**config.mk**
```make
export PLATFORM = sky130hd
export DESIGN_NAME = uart_tx_buffer
export DESIGN_NICKNAME = d
export VERILOG_FILES = /design/src/rtl/uart_tx_buffer.sv
export SDC_FILE = /design/constraint.sdc
export NUM_CORES = 1
export LEC_CHECK = 0
export ABC_AREA = 1
export ABC_CLOCK_PERIOD_IN_PS = 2500
export BUFFER_PORTS_ARGS = -buffer_cell sky130_fd_sc_hd__buf_2
export CORE_MARGIN = 10
export CORE_UTILIZATION = 34
export CTS_BUF_LIST = sky130_fd_sc_hd__clkbuf_16
export CTS_CLUSTER_DIAMETER = 80
export CTS_CLUSTER_SIZE = 16
export DETAILED_ROUTE_END_ITERATION = 6
export HOLD_SLACK_MARGIN = 0.15
export PLACE_DENSITY = 0.54
export SLEW_MARGIN = 10
export SYNTH_ARGS = -nofsm -noshare
export SYNTH_HDL_FRONTEND = slang
export SYNTH_SLANG_ARGS = --single-unit
```
**constraint.sdc**
```tcl
create_clock -name clk -period 2.5 [get_ports clk]
set_input_delay 0.125 -clock clk [delete_from_list [all_inputs] [get_ports clk]]
set_output_delay 0.125 -clock clk [all_outputs]
set_load 0.05 [all_outputs]
```
**src/rtl/uart_tx_buffer.sv**
```systemverilog
// Byte FIFO plus send sequencer feeding a UART transmitter one frame at a time.
// Define UART_TXBUF_GAP_EN to hold GAP_CYCLES idle clocks after every frame.
module uart_tx_buffer #(
    parameter int unsigned DEPTH      = 16,
    parameter int unsigned GAP_CYCLES = 16
) (
    input  logic                   clk,
    input  logic                   rst,
    input  logic                   wr_en,
    input  logic [7:0]             wr_data,
    output logic                   full,
    output logic                   empty,
    output logic [$clog2(DEPTH):0] count,
    output logic                   overflow,
    output logic [7:0]             tx_data,
    output logic                   tx_send,
    input  logic                   tx_done,
    output logic                   busy
);
    localparam int unsigned PW = $clog2(DEPTH);
    localparam logic [PW:0] CNT_FULL = (PW + 1)'(DEPTH);

    if (DEPTH < 2 || (DEPTH & (DEPTH - 1)) != 0 || GAP_CYCLES < 1) begin : g_param_check
        $error("uart_tx_buffer: DEPTH must be a power of two >= 2 and GAP_CYCLES >= 1");
    end

`ifdef UART_TXBUF_GAP_EN
    typedef enum logic [2:0] {IDLE, LOAD, SEND, WAIT, GAP} state_t;
    localparam int unsigned GW = $clog2(GAP_CYCLES + 1);
    logic [GW-1:0] r_gap_cnt;
`else
    typedef enum logic [1:0] {IDLE, LOAD, SEND, WAIT} state_t;
`endif

    state_t        r_state;
    state_t        w_state_next;
    logic [7:0]    r_mem [DEPTH];
    logic [PW-1:0] r_wr_ptr;
    logic [PW-1:0] r_rd_ptr;
    logic [PW:0]   r_count;
    logic          r_overflow;
    logic [7:0]    r_tx_data;
    logic          r_tx_send;
    logic          w_push;
    logic          w_pop;

    assign full     = (r_count == CNT_FULL);
    assign empty    = (r_count == '0);
    assign count    = r_count;
    assign overflow = r_overflow;
    assign tx_data  = r_tx_data;
    assign tx_send  = r_tx_send;
    assign busy     = (r_state != IDLE) || !empty;

    // Full is judged on the registered count, so a same-cycle pop never rescues a write.
    assign w_push = wr_en && !full;
    assign w_pop  = (r_state == LOAD);

    always_ff @(posedge clk or negedge rst) begin
        if (!rst) begin
            r_state <= IDLE;
        end else begin
            r_state <= w_state_next;
        end
    end

    always_comb begin
        w_state_next = r_state;
        case (r_state)
            IDLE: if (!empty) w_state_next = LOAD;
            LOAD: w_state_next = SEND;
            SEND: w_state_next = WAIT;
            WAIT: begin
                if (tx_done) begin
`ifdef UART_TXBUF_GAP_EN
                    w_state_next = GAP;
`else
                    w_state_next = IDLE;
`endif
                end
            end
`ifdef UART_TXBUF_GAP_EN
            GAP: if (r_gap_cnt == GW'(GAP_CYCLES - 1)) w_state_next = IDLE;
`endif
            default: w_state_next = IDLE;
        endcase
    end

`ifdef UART_TXBUF_GAP_EN
    always_ff @(posedge clk or negedge rst) begin
        if (!rst) begin
            r_gap_cnt <= '0;
        end else if (r_state != GAP) begin
            r_gap_cnt <= '0;
        end else begin
            r_gap_cnt <= r_gap_cnt + GW'(1);
        end
    end
`endif

    always_ff @(posedge clk) begin
        if (w_push) r_mem[r_wr_ptr] <= wr_data;
    end

    always_ff @(posedge clk or negedge rst) begin
        if (!rst) begin
            r_wr_ptr   <= '0;
            r_rd_ptr   <= '0;
            r_count    <= '0;
            r_overflow <= 1'b0;
            r_tx_data  <= '0;
            r_tx_send  <= 1'b0;
        end else begin
            r_overflow <= wr_en && full;
            r_tx_send  <= (w_state_next == SEND);
            if (w_push) r_wr_ptr <= r_wr_ptr + PW'(1);
            if (w_pop) begin
                r_rd_ptr  <= r_rd_ptr + PW'(1);
                r_tx_data <= r_mem[r_rd_ptr];
            end
            case ({w_push, w_pop})
                2'b10:   r_count <= r_count + (PW + 1)'(1);
                2'b01:   r_count <= r_count - (PW + 1)'(1);
                default: r_count <= r_count;
            endcase
        end
    end

endmodule

```
; ---- Word-level counts from Yosys, hierarchy flattened
; Memories as Yosys holds them, arrays and structs flattened. A register that Yosys moved wholly into a read port is not among the register bits.
; Cells that the tools add are included.
[word_totals]
inputBits = 12
memories = 1
ram_bits = 128
output_inout_bits = 18
reg_bits = 17
elab_cells = 34
[mem_list]
columns = memory, depth, width, rd, rd_ports_with_merged_regs, wr, line
row1 = r_mem, 16, 8, 1, 1, 1, 37  ; logic [7:0] r_mem [DEPTH];
[op_classes]
muxes = 6
n_addsub = 4
eq_ne = 7
reduce_logical = 10
[op_table]
columns = operator, n
row1 = 5-bit one-hot mux with 2 select lines, 1
row2 = "4-bit by 1-bit adder with 4-bit output, second input constant", 2
row3 = "2-bit equality test, second input constant", 4
row4 = 2-bit one-hot mux with 4 select lines, 1
row5 = "5-bit by 1-bit adder with 5-bit output, second input constant", 1
row6 = "5-bit equality test, second input constant", 1
row7 = 5-bit zero test, 1
row8 = "5-bit by 1-bit subtractor with 5-bit output, second input constant", 1
row9 = "2-bit by 1-bit equality test with 1-bit output, second input constant", 2
row10 = 2-bit two-way mux, 2
row11 = 2-bit nonzero test, 2
row12 = 1-bit zero test, 3
row13 = 1-bit logical AND, 2
row14 = 2-bit zero test, 1
row15 = 1-bit two-way mux, 2
row16 = 1-bit logical OR, 1

; ---- Depth between registers and ports, before layout
; Gate-level depths: netlist (run 1).
[depth]
word_depth = 5
depth_mapped = 17
depth_no_buf = 16

; ---- Worst setup path before layout (run 1)
; OpenSTA, ideal clock, no wires.
[synth_path]
path_type = register -> register
startpoint = register r_count[0], in the netlist count[0]
endpoint = register r_count[4], in the netlist count[4]
arrival_ns = 2.309
path_buffers = 1
t_required_ns = 2.382
setup_ns = 0.118
slack_ns = 0.073
stages_incl_launch_ff = 18
synth_period_minus_slack_ns = 2.427
path_cell_list = dfrtp_1 -> nor2_1 -> nand4_1 -> nand2_2 -> buf_6 -> ha_1 -> inv_1 -> nand2_1 -> nand2_1 -> ha_1 -> inv_1 -> nand2_1 -> nand3_1 -> nand2_1 -> nand2_1 -> nand2_1 -> nand2_1 -> nand2_1
[synth_between]
elab_chain_cells = 5
elab_cells_between_ends = 9
classes_between = add/sub (2) / eq/ne (3) / mux (1) / reduce/logical (3)
[synth_rtl]
columns = element, line
row1 = "start, declared", 40  ; logic [PW:0] r_count;
row2 = "start signal, assigned", 122  ; 2'b10: r_count <= r_count + (PW + 1)'(1);
row3 = "start signal, assigned", 123  ; 2'b01: r_count <= r_count - (PW + 1)'(1);
row4 = "start signal, assigned", 124  ; default: r_count <= r_count;
row5 = 5-bit equality test, 47  ; assign full = (r_count == CNT_FULL);
row6 = 1-bit zero test, 56  ; assign w_push = wr_en && !full;
row7 = 1-bit logical AND, 56
row8 = 2-bit by 1-bit equality test with 1-bit output or 2-bit equality test (tied branches), 121  ; case ({w_push, w_pop})
row9 = 5-bit one-hot mux with 2 select lines or 2-bit nonzero test (tied branches), --
; Several ways; a longest one is shown, not always the timed one.
; A chain may end at the register's enable or synchronous reset.

; ---- Worst setup path after layout (run 1)
; Same ends and word-level chain as after synthesis.

==> run metrics, run 1 <==
Tot GR Track Use 12.4%; final max-slew violation count 0; final worst-path cycle share 83.5%; clk_lat worst skew approximately 0.42 ns; total of flip-flops plus latches after synthesis 153; number of antenna violations at the first check in global routing 0; master cell of the clock root buffer sky130_fd_sc_hd__clkbuf_16; die boundary width 158 um; Slew headroom around 47%; Worst Setup Path Type reg -> reg; total standard cell area after synthesis 0.00649 sq mm; Reg clk slew, reported paths approximately 0.060 ns; smallest setup slack after layout 0.411 ns; class of the tightest hold or removal check in -> reg; Core Region 0.0188 sq mm; crit path launch type register; Starting Density 34.6%; share of total power in sequential cells a little under two fifths; total number of vias between 4000 and 5000; largest net degree at the start of global routing 66; slew of the pin with the lowest slew margin 0.791 ns; cell count after placement approximately 840; Critical Path Fanout Max 5; warning count from the yosys run 0; Detail Placement HPWL between 9000 and 10000 um; vias per inst 4.79; leakage power of the design 3.06 nW; final worst clock skew 0.00860 ns; overall power consumption 9.29 mW; Resized cells post-CTS 0; reported net switching power approximately 3.7 mW; count of input and output buffers 29; nets in the synthesized netlist 606; sequential fraction of the synthesis area roughly 69%; clock buffer count from CTS 17; post-detailed-route DRC marker count 0; core utilization of the finished layout about 40%; instance count of the mapped netlist 585; DRT Wirelength around 15000 um; internal power 5.60 mW; share of layout cells above drive strength 1 13.3%; number of placement rows 50; highest clock rate 479 MHz; data required time at the worst endpoint 2.81 ns; Worst Hold Slack 0.161 ns; highest ir drop seen on vdd 0.487 mV; critical path capture point type register; total iterations of the first detailed-routing run 5; number of violations reported at the end of detailed-routing iteration 0 just under 400; Logic pwr share ~36%; count of antenna-violating nets left after detailed routing 0; I/O pin cnt 30; final weighted congestion in routability-driven placement about 0.87; Place WS 0.436 ns; total die area 0.0250 sq mm; status finished clean; power density over cell area 1230 mW/mm^2; count of different cell masters after synthesis 23; maximum level of the CTS H-tree 4; nets@finish 657; DR WL/cell 17.0 um; total congestion overflow after global routing 0; post-route non-filler standard cell count 883; number of sinks handled by clock tree synthesis 153; clock network fraction of total power 27.0%; net switching fraction of the power between 30% and 40%; antenna diode count 0; DIE HEIGHT 158 um; final hold viol count 0; Area Growth Syn to Fin 16.6%; arrival time reported for the critical path endpoint 2.40 ns; number of setup violations in the final report 0; total negative setup slack 0 ns; placement-stage cell area approximately 0.007 sq mm; number of violations of the max-capacitance limit 0; # hold bufs at CTS 9; final worst path period need 2.09 ns; # Post-CTS Setup Buffers 0; CTS tree built; average footprint of a synthesized cell 11.1 sq um; setup repair after global routing missed its margin false; wire length of the first global-routing pass 23300 um; number of global-route vias before repair about 4200; design area ~0.0076 sq mm; buffer levels on the longest clock path 2
[Yosys cell counts]
library cell / n / area share (%)
sky130_fd_sc_hd__nand3b_1: 9 / 1.0
sky130_fd_sc_hd__buf_4: 4 / 0.46
sky130_fd_sc_hd__nand2_2: 2 / 0.19
sky130_fd_sc_hd__inv_1: 19 / 1.1
sky130_fd_sc_hd__o21bai_1: 1 / 0.12
sky130_fd_sc_hd__nor3_1: 3 / 0.23
sky130_fd_sc_hd__xnor2_1: 2 / 0.27
sky130_fd_sc_hd__nand2_1: 226 / 13
sky130_fd_sc_hd__nand3_1: 64 / 4.9
sky130_fd_sc_hd__inv_2: 3 / 0.17
sky130_fd_sc_hd__nor3_4: 1 / 0.25
sky130_fd_sc_hd__nor2_4: 1 / 0.17
sky130_fd_sc_hd__o21ai_0: 5 / 0.39
sky130_fd_sc_hd__buf_6: 9 / 1.6
sky130_fd_sc_hd__nor2_1: 29 / 1.7
sky130_fd_sc_hd__clkbuf_1: 1 / 0.058
sky130_fd_sc_hd__nand4_1: 1 / 0.096
sky130_fd_sc_hd__a21oi_1: 27 / 2.1
sky130_fd_sc_hd__dfrtp_1: 25 / 9.6
sky130_fd_sc_hd__edfxtp_1: 128 / 59
sky130_fd_sc_hd__buf_2: 10 / 0.77
sky130_fd_sc_hd__ha_1: 9 / 1.7
sky130_fd_sc_hd__xor2_1: 6 / 0.81
[placed cells by master, fill, tap and decap left out, types with 3 or more instances in the layout]
cell type                       Yosys  routed
sky130_fd_sc_hd__nand3_1           64      64
sky130_fd_sc_hd__inv_2              3       4
sky130_fd_sc_hd__nand2_1          226     226
sky130_fd_sc_hd__buf_4              4      17
sky130_fd_sc_hd__nor2_1            29      29
sky130_fd_sc_hd__dfrtp_1           25      24
sky130_fd_sc_hd__edfxtp_1         128     128
sky130_fd_sc_hd__nor3_1             3       3
sky130_fd_sc_hd__clkinv_4           0       4
sky130_fd_sc_hd__xor2_1             6       6
sky130_fd_sc_hd__o21ai_0            5       5
sky130_fd_sc_hd__ha_1               9       9
sky130_fd_sc_hd__dlygate4sd3_1      0       9
sky130_fd_sc_hd__clkbuf_16          0      19
sky130_fd_sc_hd__inv_1             19      19
sky130_fd_sc_hd__buf_2             10      29
sky130_fd_sc_hd__nand3b_1           9       9
sky130_fd_sc_hd__a21oi_1           27      27
[power by group through the flow]
| stage | Clock (mW) | Sequential, mW | Combinational [mW] |
|---|---|---|---|
| 3_3_place_gp | 0 | 3.47 | 3.31 |
| 6_report | 2.51 | 3.43 | 3.35 |
| 3_5_place_dp | 0 | 3.48 | 3.35 |
| 2_1_floorplan | 0 | 3.78 | 2.13 |
| 4_1_cts | 2.55 | 3.43 | 3.37 |
| 5_1_grt | 2.68 | 3.47 | 3.74 |
[final timing paths]
check                            startpoint           end  slack (ns)  cells past startpoint
max in group asynchronous               rst   r_rd_ptr[0]        1.83                      2
worst min-delay path             wr_data[7]  r_mem[10][7]        0.16                      1
worst max-delay path               count[0]      count[4]        0.41                     16
worst max register to register     count[0]      count[4]        0.41                     16
worst min register to register  r_rd_ptr[3]   r_rd_ptr[3]        0.47                      1
min in group asynchronous               rst    tx_data[6]        0.25                      2
[routing by layer]
metal | track usage (%) | wire length (um) | up-vias
li1 | - | - | 2083
met3 | 1.71 | 485 | 20
met1 | 15.2 | 6460 | 2042
met2 | 21.2 | 7740 | 82
met5 | 0 | 0 | -
met4 | 5.56 | 312 | 0
[critical path: stages, from the launching register on]
cell and delay (ns):
sky130_fd_sc_hd__dfrtp_1 0.43, sky130_fd_sc_hd__nor2_1 0.18, sky130_fd_sc_hd__nand4_1 0.16, sky130_fd_sc_hd__nand2_2 0.10, sky130_fd_sc_hd__ha_1 0.25, sky130_fd_sc_hd__inv_1 0.09
sky130_fd_sc_hd__nand2_1 0.06, sky130_fd_sc_hd__nand2_1 0.06, sky130_fd_sc_hd__ha_1 0.17, sky130_fd_sc_hd__inv_1 0.05, sky130_fd_sc_hd__nand2_1 0.07, sky130_fd_sc_hd__nand3_1 0.11
sky130_fd_sc_hd__nand2_1 0.05, sky130_fd_sc_hd__nand2_1 0.05, sky130_fd_sc_hd__nand2_1 0.05, sky130_fd_sc_hd__nand2_1 0.05, sky130_fd_sc_hd__nand2_1 0.04
[kinds of logic after synthesis]
logic type               count (synthesis)  share of synthesized area, %
AND/OR/NAND/NOR                        336                          21.7
flip-flops                             153                          68.8
buffers and inverters                   46                          4.12
AO/OA/AOI/OAI                           33                          2.58
adder cells (fa/ha/maj)                  9                          1.73
XOR/XNOR                                 8                          1.08
[flip-flops by register name, summed over array words and instances (netlist names)]
name and count:
r_rd_ptr 4, tx_send 1, tx_data 8, r_state 2
overflow 1, count 5, r_mem 128, r_wr_ptr 4
[area by class of cell]
type	count	area, sq um
clock inverter	13	113
clock buffer	19	475
multi-input combinational	386	1760
timing repair buffer	56	383
tap	234	293
fill	1807	11200
sequential	153	4470
inverter	22	82.6
(Power assumes the default switching activity.)
==> inputs of run 2 (changes only) <==
- ABC_CLOCK_PERIOD_IN_PS: 2500 -> 1800
- PLACE_DENSITY: 0.54 -> 0.56
- clock period: 2.5 -> 1.8 ns (I/O delays scaled with it)
==> run 2 against run 1 <==
  * Routed wire length rose by 5.6%
  * Count of clock-buffer cells in the layout fell by 2
  * Largest cell class unchanged
  * Global-route usage rose by 0.77 points
  * Critical path type unchanged
  * Critical endpoint unchanged
  * The flow now finishes with violations (negative setup slack)
  * Clock skew fell by 0.0011 ns
  * Highest routed layer unchanged
  * Die area did not move
==> run metrics, run 2 (synthesis results as in run 1) <==
slew of the pin with the lowest slew margin 0.605 ns (-0.187 ns); post-detailed-route DRC marker count 0 (unchanged); DR WL/cell 17.3 um (+2.0%); number of sinks handled by clock tree synthesis 153 (unchanged); DRT Wirelength 15800 um (+5.6%); global-route met1 utilization 16.1% (+0.88 points); highest clock rate 524 MHz (+9.4%); combined buffer and inverter count along the critical path 2 (unchanged); slowest cell on the critical path sky130_fd_sc_hd__dfrtp_2; highest ir drop seen on vdd 1.03 mV (+110%); met2 Resource Use GR 22.4% (+1.2 points); nets@finish 688 (+4.7%); largest net degree at the start of global routing 55 (-17%); critical path capture point type register; count of input and output buffers 29 (unchanged); Reg clk slew, reported paths 0.06 ns (about the same); reported net switching power 5.44 mW (+47%); Detail Placement HPWL 10400 um (+7.7%); status complete, but fails checks; leakage power of the design 3.23 nW (+5.7%); Starting Density 34.6% (unchanged); antenna diode count 0 (unchanged); Worst Setup Path Type reg -> reg; share of layout cells above drive strength 1 22.5% (+9.2 points); share of total power in sequential cells 33.6% (-3.3 points); Critical Path Fanout Max 5 (unchanged); number of antenna violations at the first check in global routing 0 (unchanged); Area Growth Syn to Fin 24.3%; final worst path period need 1.91 ns (-0.179 ns); violations in the final reports negative setup slack; Tot GR Track Use 13.1% (+0.77 points); number of violations reported at the end of detailed-routing iteration 0 334 (-16%); number of setup violations in the final report 3 (+3); Slew headroom 59.7% (+13 points); met3 Use GR 2.31% (+0.60 points); internal power 8.47 mW (+51%); net switching fraction of the power 39.1% (-0.66 points); power density over cell area 1720 mW/mm^2 (+41%); worst-path cell chain nor2_2, nand4_1, nand2_2, ha_4, inv_4, nand2_2, nand2_2, ha_4, inv_4, nand2_4, nand3_4, nand2_2, nand2_2, nand2_1, nand2_1, nand2_1; number of violations of the max-capacitance limit 0 (unchanged); vias per inst 4.81 (+0.45%); clk_lat worst skew 0.42 ns (about the same); setup repair after global routing missed its margin true; class of the tightest hold or removal check in -> async; max incr delay on CP 0.40 ns (-0.03 ns); most frequent standard cell in the layout excluding fill and tap cells sky130_fd_sc_hd__nand2_1; Biggest register r_mem; clock buffer count from CTS 17 (unchanged); total negative setup slack -0.299 ns (-0.299 ns); count of filler cells inserted in the layout 1761 (-2.5%); I/O pin cnt 30 (unchanged); count of antenna-violating nets left after detailed routing 0 (unchanged); core utilization of the finished layout 43.0% (+2.6 points); data required time at the worst endpoint 2.11 ns (-0.70 ns); final hold viol count 0 (unchanged); clock network fraction of total power 25.2% (-1.8 points); cell family with the largest share of critical-path delay simple AND/OR/NAND/NOR gates; buffer levels on the longest clock path 2 (unchanged); crit path launch type register; CTS tree built; most repeated library cell on the critical path sky130_fd_sc_hd__nand2_2; Logic pwr share 41.3% (+5.3 points); gr busiest metal met2; number of global-route vias before repair 4421 (+5.0%); wire length of the first global-routing pass 24600 um (+5.8%); final worst clock skew 0.00750 ns (-0.00111 ns); final worst-path cycle share 106% (+23 points); arrival time reported for the critical path endpoint 2.22 ns (-0.18 ns); total iterations of the first detailed-routing run 6 (+1); maximum level of the CTS H-tree 4 (unchanged); post-route non-filler standard cell count 914 (+3.5%); total congestion overflow after global routing 0 (unchanged); final max-slew violation count 0 (unchanged); master cell of the clock root buffer sky130_fd_sc_hd__clkbuf_16; slack of the worst reg-to-reg path -0.11 ns (-0.52 ns); cell count after placement 863 (+2.5%); DIE HEIGHT 158 um (unchanged); top library cells by usage in the layout, fill and taps aside sky130_fd_sc_hd__nand2_1, sky130_fd_sc_hd__edfxtp_1, sky130_fd_sc_hd__nand3_1, sky130_fd_sc_hd__buf_4, sky130_fd_sc_hd__buf_2; total die area 0.0250 sq mm (unchanged); final weighted congestion in routability-driven placement 0.836 (-3.9%); number of placement rows 50 (unchanged); overall power consumption 13.9 mW (+50%); CP startpoint count[3]; Largest register FFs 128 (unchanged); launching point of the worst reg2reg path count[3]; total number of vias 4395 (+4.0%); die boundary width 158 um (unchanged); Core Region 0.0188 sq mm (unchanged); smallest setup slack after layout -0.110 ns (-0.521 ns)
run 2: cell types whose count changed in the layout (fill, tap and decap cells not counted), sizes merged:
| cell | delta |
|---|---|
| buf | +29 |
| inv | -4 |
| dlygate4sd3 | +2 |
| clkinv | +2 |
| clkinvlp | +2 |
| bufinv | +2 |
| clkbuf | -2 |
run 2: final timing paths:
| path | end | cells after the start |
|---|---|---|
| max in group asynchronous | count[4] | 2 |
| max reg2reg | count[4] | 16 |
| min | r_rd_ptr[2] | 2 |
| min reg2reg | r_rd_ptr[3] | 1 |
| min in group clk | r_wr_ptr[2] | 4 |
| max | count[4] | 16 |
run 2: timing repair:
| item | 4_1_cts | 5_1_grt |
|---|---|---|
| setup endpoints to repair | 26 | 45 |
| resized for setup | 13 | 31 |
| pin swaps | 6 | 16 |
| endpoints found under the hold margin | 157 | 0 |
| buffers inserted | 2 | 6 |
| hold buffers | 11 | 0 |
run 2: layer usage:
| metal | up-vias | routed length (um) | share of wire (%) |
|---|---|---|---|
| met5 | - | 0 | 0 |
| met4 | 0 | 364 | 2.3 |
| met3 | 21 | 710 | 4.5 |
| met2 | 109 | 8200 | 52 |
| met1 | 2118 | 6560 | 41 |
| li1 | 2147 | - | - |
run 2: power by group through the flow:
stage,clock [mW],sequential [mW],combinational [mW]
floorplan,0,5.28,3.02
global placement,0,4.72,5.13
detailed placement,0,4.74,5.23
CTS,3.58,4.67,5.39
global route,3.75,4.72,6.31
finish,3.50,4.67,5.74
run 2: cell type report:
class | instances | area (sq um) | area share [%]
Multi-Input combinational cell | 386 | 1960 | 24.2
Inverter | 22 | 87.6 | 1.09
Sequential cell | 153 | 4480 | 55.5
Clock buffer | 17 | 425 | 5.27
Tap cell | 234 | 293 | 3.63
Timing Repair Buffer | 87 | 671 | 8.31
Clock inverter | 15 | 160 | 1.98
run 2: through the flow:
step	area (sq um)	setup slack (ns)	hold WS (ns)
6_report	8070	-0.110	0.220
3_3_place_gp	7140	-0.0455	0.128
2_1_floorplan	6550	-0.369	-0.206
5_1_grt	8070	-0.274	0.257
3_5_place_dp	7140	-0.130	0.138
4_1_cts	7890	-0.0658	0.167
==> inputs of run 3 (changes only) <==
- BUFFER_PORTS_ARGS: -buffer_cell sky130_fd_sc_hd__buf_2 -> default
- DONT_BUFFER_PORTS: default -> 1
- PLACE_DENSITY: 0.56 -> 0.55
==> run 3 against run 2 <==
  * The run still ends with negative setup slack left
  * Die area unchanged
  * Largest power group is now registers
  * Flip-flop and latch count stayed put
  * Highest routed layer unchanged
  * Clock skew about the same
  * Sequential power rose by 7.7%
  * Maximum frequency increased by 3.0%
  * Global-route usage fell by 0.21 points
  * Core utilization down 0.98 points
==> run metrics, run 3 (synthesis results as in run 1) <==
power density over cell area 1670 mW/mm^2 (-3.3%); setup repair after global routing missed its margin true; launching point of the worst reg2reg path count[3]; leakage power of the design 3.10 nW (-4.0%); number of global-route vias before repair 4309 (-2.5%); Reg clk slew, reported paths 0.06 ns (about the same); clk_lat worst skew 0.42 ns (about the same); most frequent standard cell in the layout excluding fill and tap cells sky130_fd_sc_hd__nand2_1; Largest register FFs 128 (unchanged); Core Region 0.0188 sq mm (unchanged); die boundary width 158 um (unchanged); number of antenna violations at the first check in global routing 0 (unchanged); final max-slew violation count 0 (unchanged); share of layout cells above drive strength 1 19.3% (-3.2 points); internal power 7.87 mW (-7.1%); total number of vias 4376 (-0.43%); wire length of the first global-routing pass 24500 um (-0.70%); crit path launch type register; Worst Hold Slack 0.198 ns (-0.0226 ns); final hold viol count 0 (unchanged); slew of the pin with the lowest slew margin 0.715 ns (+0.110 ns); DIE HEIGHT 158 um (unchanged); total iterations of the first detailed-routing run 4 (-2); slack of the worst reg-to-reg path -0.05 ns (+0.06 ns); total negative setup slack -0.0796 ns (+0.219 ns); nets@finish 671 (-2.5%); design area 0.00789 sq mm (-2.3%); final worst-path cycle share 103% (-3.1 points); met3 Use GR 3.09% (+0.79 points); global-route met1 utilization 15.6% (-0.45 points); Starting Density 34.6% (unchanged); smallest setup slack after layout -0.0546 ns (+0.0554 ns); arrival time reported for the critical path endpoint 2.17 ns (-0.05 ns); buffer levels on the longest clock path 2 (unchanged); master cell of the clock root buffer sky130_fd_sc_hd__clkbuf_16; final worst clock skew 0.00715 ns (-0.000349 ns); slowest cell on the critical path sky130_fd_sc_hd__dfrtp_2; DR WL/cell 17.4 um (+0.36%); antenna diode count 0 (unchanged); number of cells on the worst reg-to-reg path 16 (unchanged); largest net degree at the start of global routing 41 (-25%); placement-stage cell area 0.00708 sq mm (-0.88%); I/O pin cnt 30 (unchanged); Reg area 0.00448 sq mm (unchanged); maximum level of the CTS H-tree 4 (unchanged); count of antenna-violating nets left after detailed routing 0 (unchanged); number of violations of the max-capacitance limit 0 (unchanged); number of setup violations in the final report 2 (-1); violations in the final reports negative setup slack; reported net switching power 5.27 mW (-3.1%); total die area 0.0250 sq mm (unchanged); data required time at the worst endpoint 2.12 ns (about the same); class of the tightest hold or removal check in -> async; most repeated library cell on the critical path sky130_fd_sc_hd__nand2_1; total congestion overflow after global routing 0 (unchanged); status complete, but fails checks; clock buffer count from CTS 17 (unchanged); worst-path cell chain nor2_4, nand4_1, nand2_2, ha_4, inv_2, nand2_1, nand2_2, ha_2, inv_2, nand2_2, nand3_2, nand2_1, nand2_1, nand2_1, nand2_1, nand2_1; core utilization of the finished layout 42.0% (-0.98 points); Logic pwr share 38.3% (-3.0 points); Area Growth Syn to Fin 21.4%; DRT Wirelength 15600 um (-1.5%); vias per inst 4.88 (+1.5%); cell count after placement 845 (-2.1%); CTS tree built; count of input and output buffers 0 (-100%); number of violations reported at the end of detailed-routing iteration 0 227 (-32%); net switching fraction of the power 40.1% (+1.0 points); number of sinks handled by clock tree synthesis 153 (unchanged); post-route non-filler standard cell count 897 (-1.9%); met2 Resource Use GR 22.0% (-0.38 points); count of filler cells inserted in the layout 1752 (-0.51%); share of total power in sequential cells 38.2% (+4.6 points); final weighted congestion in routability-driven placement 0.820 (-1.9%); highest ir drop seen on vdd 1.02 mV (-0.73%); final worst path period need 1.85 ns (-0.0554 ns); highest clock rate 539 MHz (+3.0%); Tot GR Track Use 12.9% (-0.21 points); Biggest register r_mem; number of placement rows 50 (unchanged); gr busiest metal met2; area occupied by multi-input gates 0.00188 sq mm (-3.6%); max incr delay on CP 0.43 ns (+0.03 ns); Detail Placement HPWL 10400 um (-0.60%); Crit Reg-Reg Endpoint count[4]; clock network fraction of total power 23.5% (-1.7 points); critical path capture point type register; Worst Setup Path Type reg -> reg; Slew headroom 52.2% (-7.5 points); top library cells by usage in the layout, fill and taps aside sky130_fd_sc_hd__nand2_1, sky130_fd_sc_hd__edfxtp_1, sky130_fd_sc_hd__nand3_1, sky130_fd_sc_hd__buf_4, sky130_fd_sc_hd__a21oi_1; post-detailed-route DRC marker count 0 (unchanged); Critical Path Fanout Max 4 (-1)
[run 3: worst max-delay path by stage]
stage / startpoint / to / slack, ns / depth (start not counted)
floorplan: count[3] / count[4] / -0.37 / 17
global placement: count[3] / count[4] / -0.07 / 16
detailed placement: count[3] / count[4] / -0.14 / 16
finish: count[3] / count[4] / -0.05 / 16
global route: count[3] / count[4] / -0.17 / 16
CTS: count[0] / count[4] / -0.09 / 16
[run 3: layer usage]
metal | vias up | routed length (um) | share of wire, %
li1 | 2110 | - | -
met1 | 2160 | 6610 | 42
met2 | 85 | 8080 | 52
met5 | - | 0 | 0
met3 | 21 | 631 | 4.0
met4 | 0 | 276 | 1.8
[run 3: critical path, delay by kind of cell, from the launching register on]
kind	cells	cell delay (ns)
fa+ha+maj	2	0.34
buf+inv	2	0.09
flops	1	0.43
simple gates	12	0.89
[run 3: cell type report]
type / count / area share, %
Clock buffer: 17 / 5.40
Timing Repair Buffer: 70 / 8.01
Multi-Input combinational cell: 386 / 23.9
Tap cell: 234 / 3.71
Inverter: 22 / 1.09
Clock inverter: 15 / 1.11
Sequential cell: 153 / 56.8
[run 3: repair_timing]
| action | in CTS | in global routing |
|---|---|---|
| pin swaps | 6 | 14 |
| endpoints found under the hold margin | 169 | 9 |
| setup endpoints to repair | 42 | 55 |
| resized for setup | 9 | 19 |
| hold buffers | 14 | 1 |
| gates cloned | 0 | 0 |
| buffers inserted | 3 | 2 |
[run 3: power groups by stage]
stage,sequential [mW],clock [mW],combinational [mW]
2_1_floorplan,5.28,0,3.02
6_report,5.03,3.09,5.03
3_3_place_gp,5.08,0,4.64
3_5_place_dp,5.10,0,4.72
4_1_cts,5.02,3.15,4.92
5_1_grt,5.08,3.32,5.58
[run 3: through the flow]
| step | total power [mW] | setup WS (ns) |
|---|---|---|
| finish | 13.1 | -0.0546 |
| global route | 14.0 | -0.167 |
| CTS | 13.1 | -0.0902 |
| detailed placement | 9.81 | -0.140 |
| global placement | 9.71 | -0.0714 |
| floorplan | 8.29 | -0.369 |
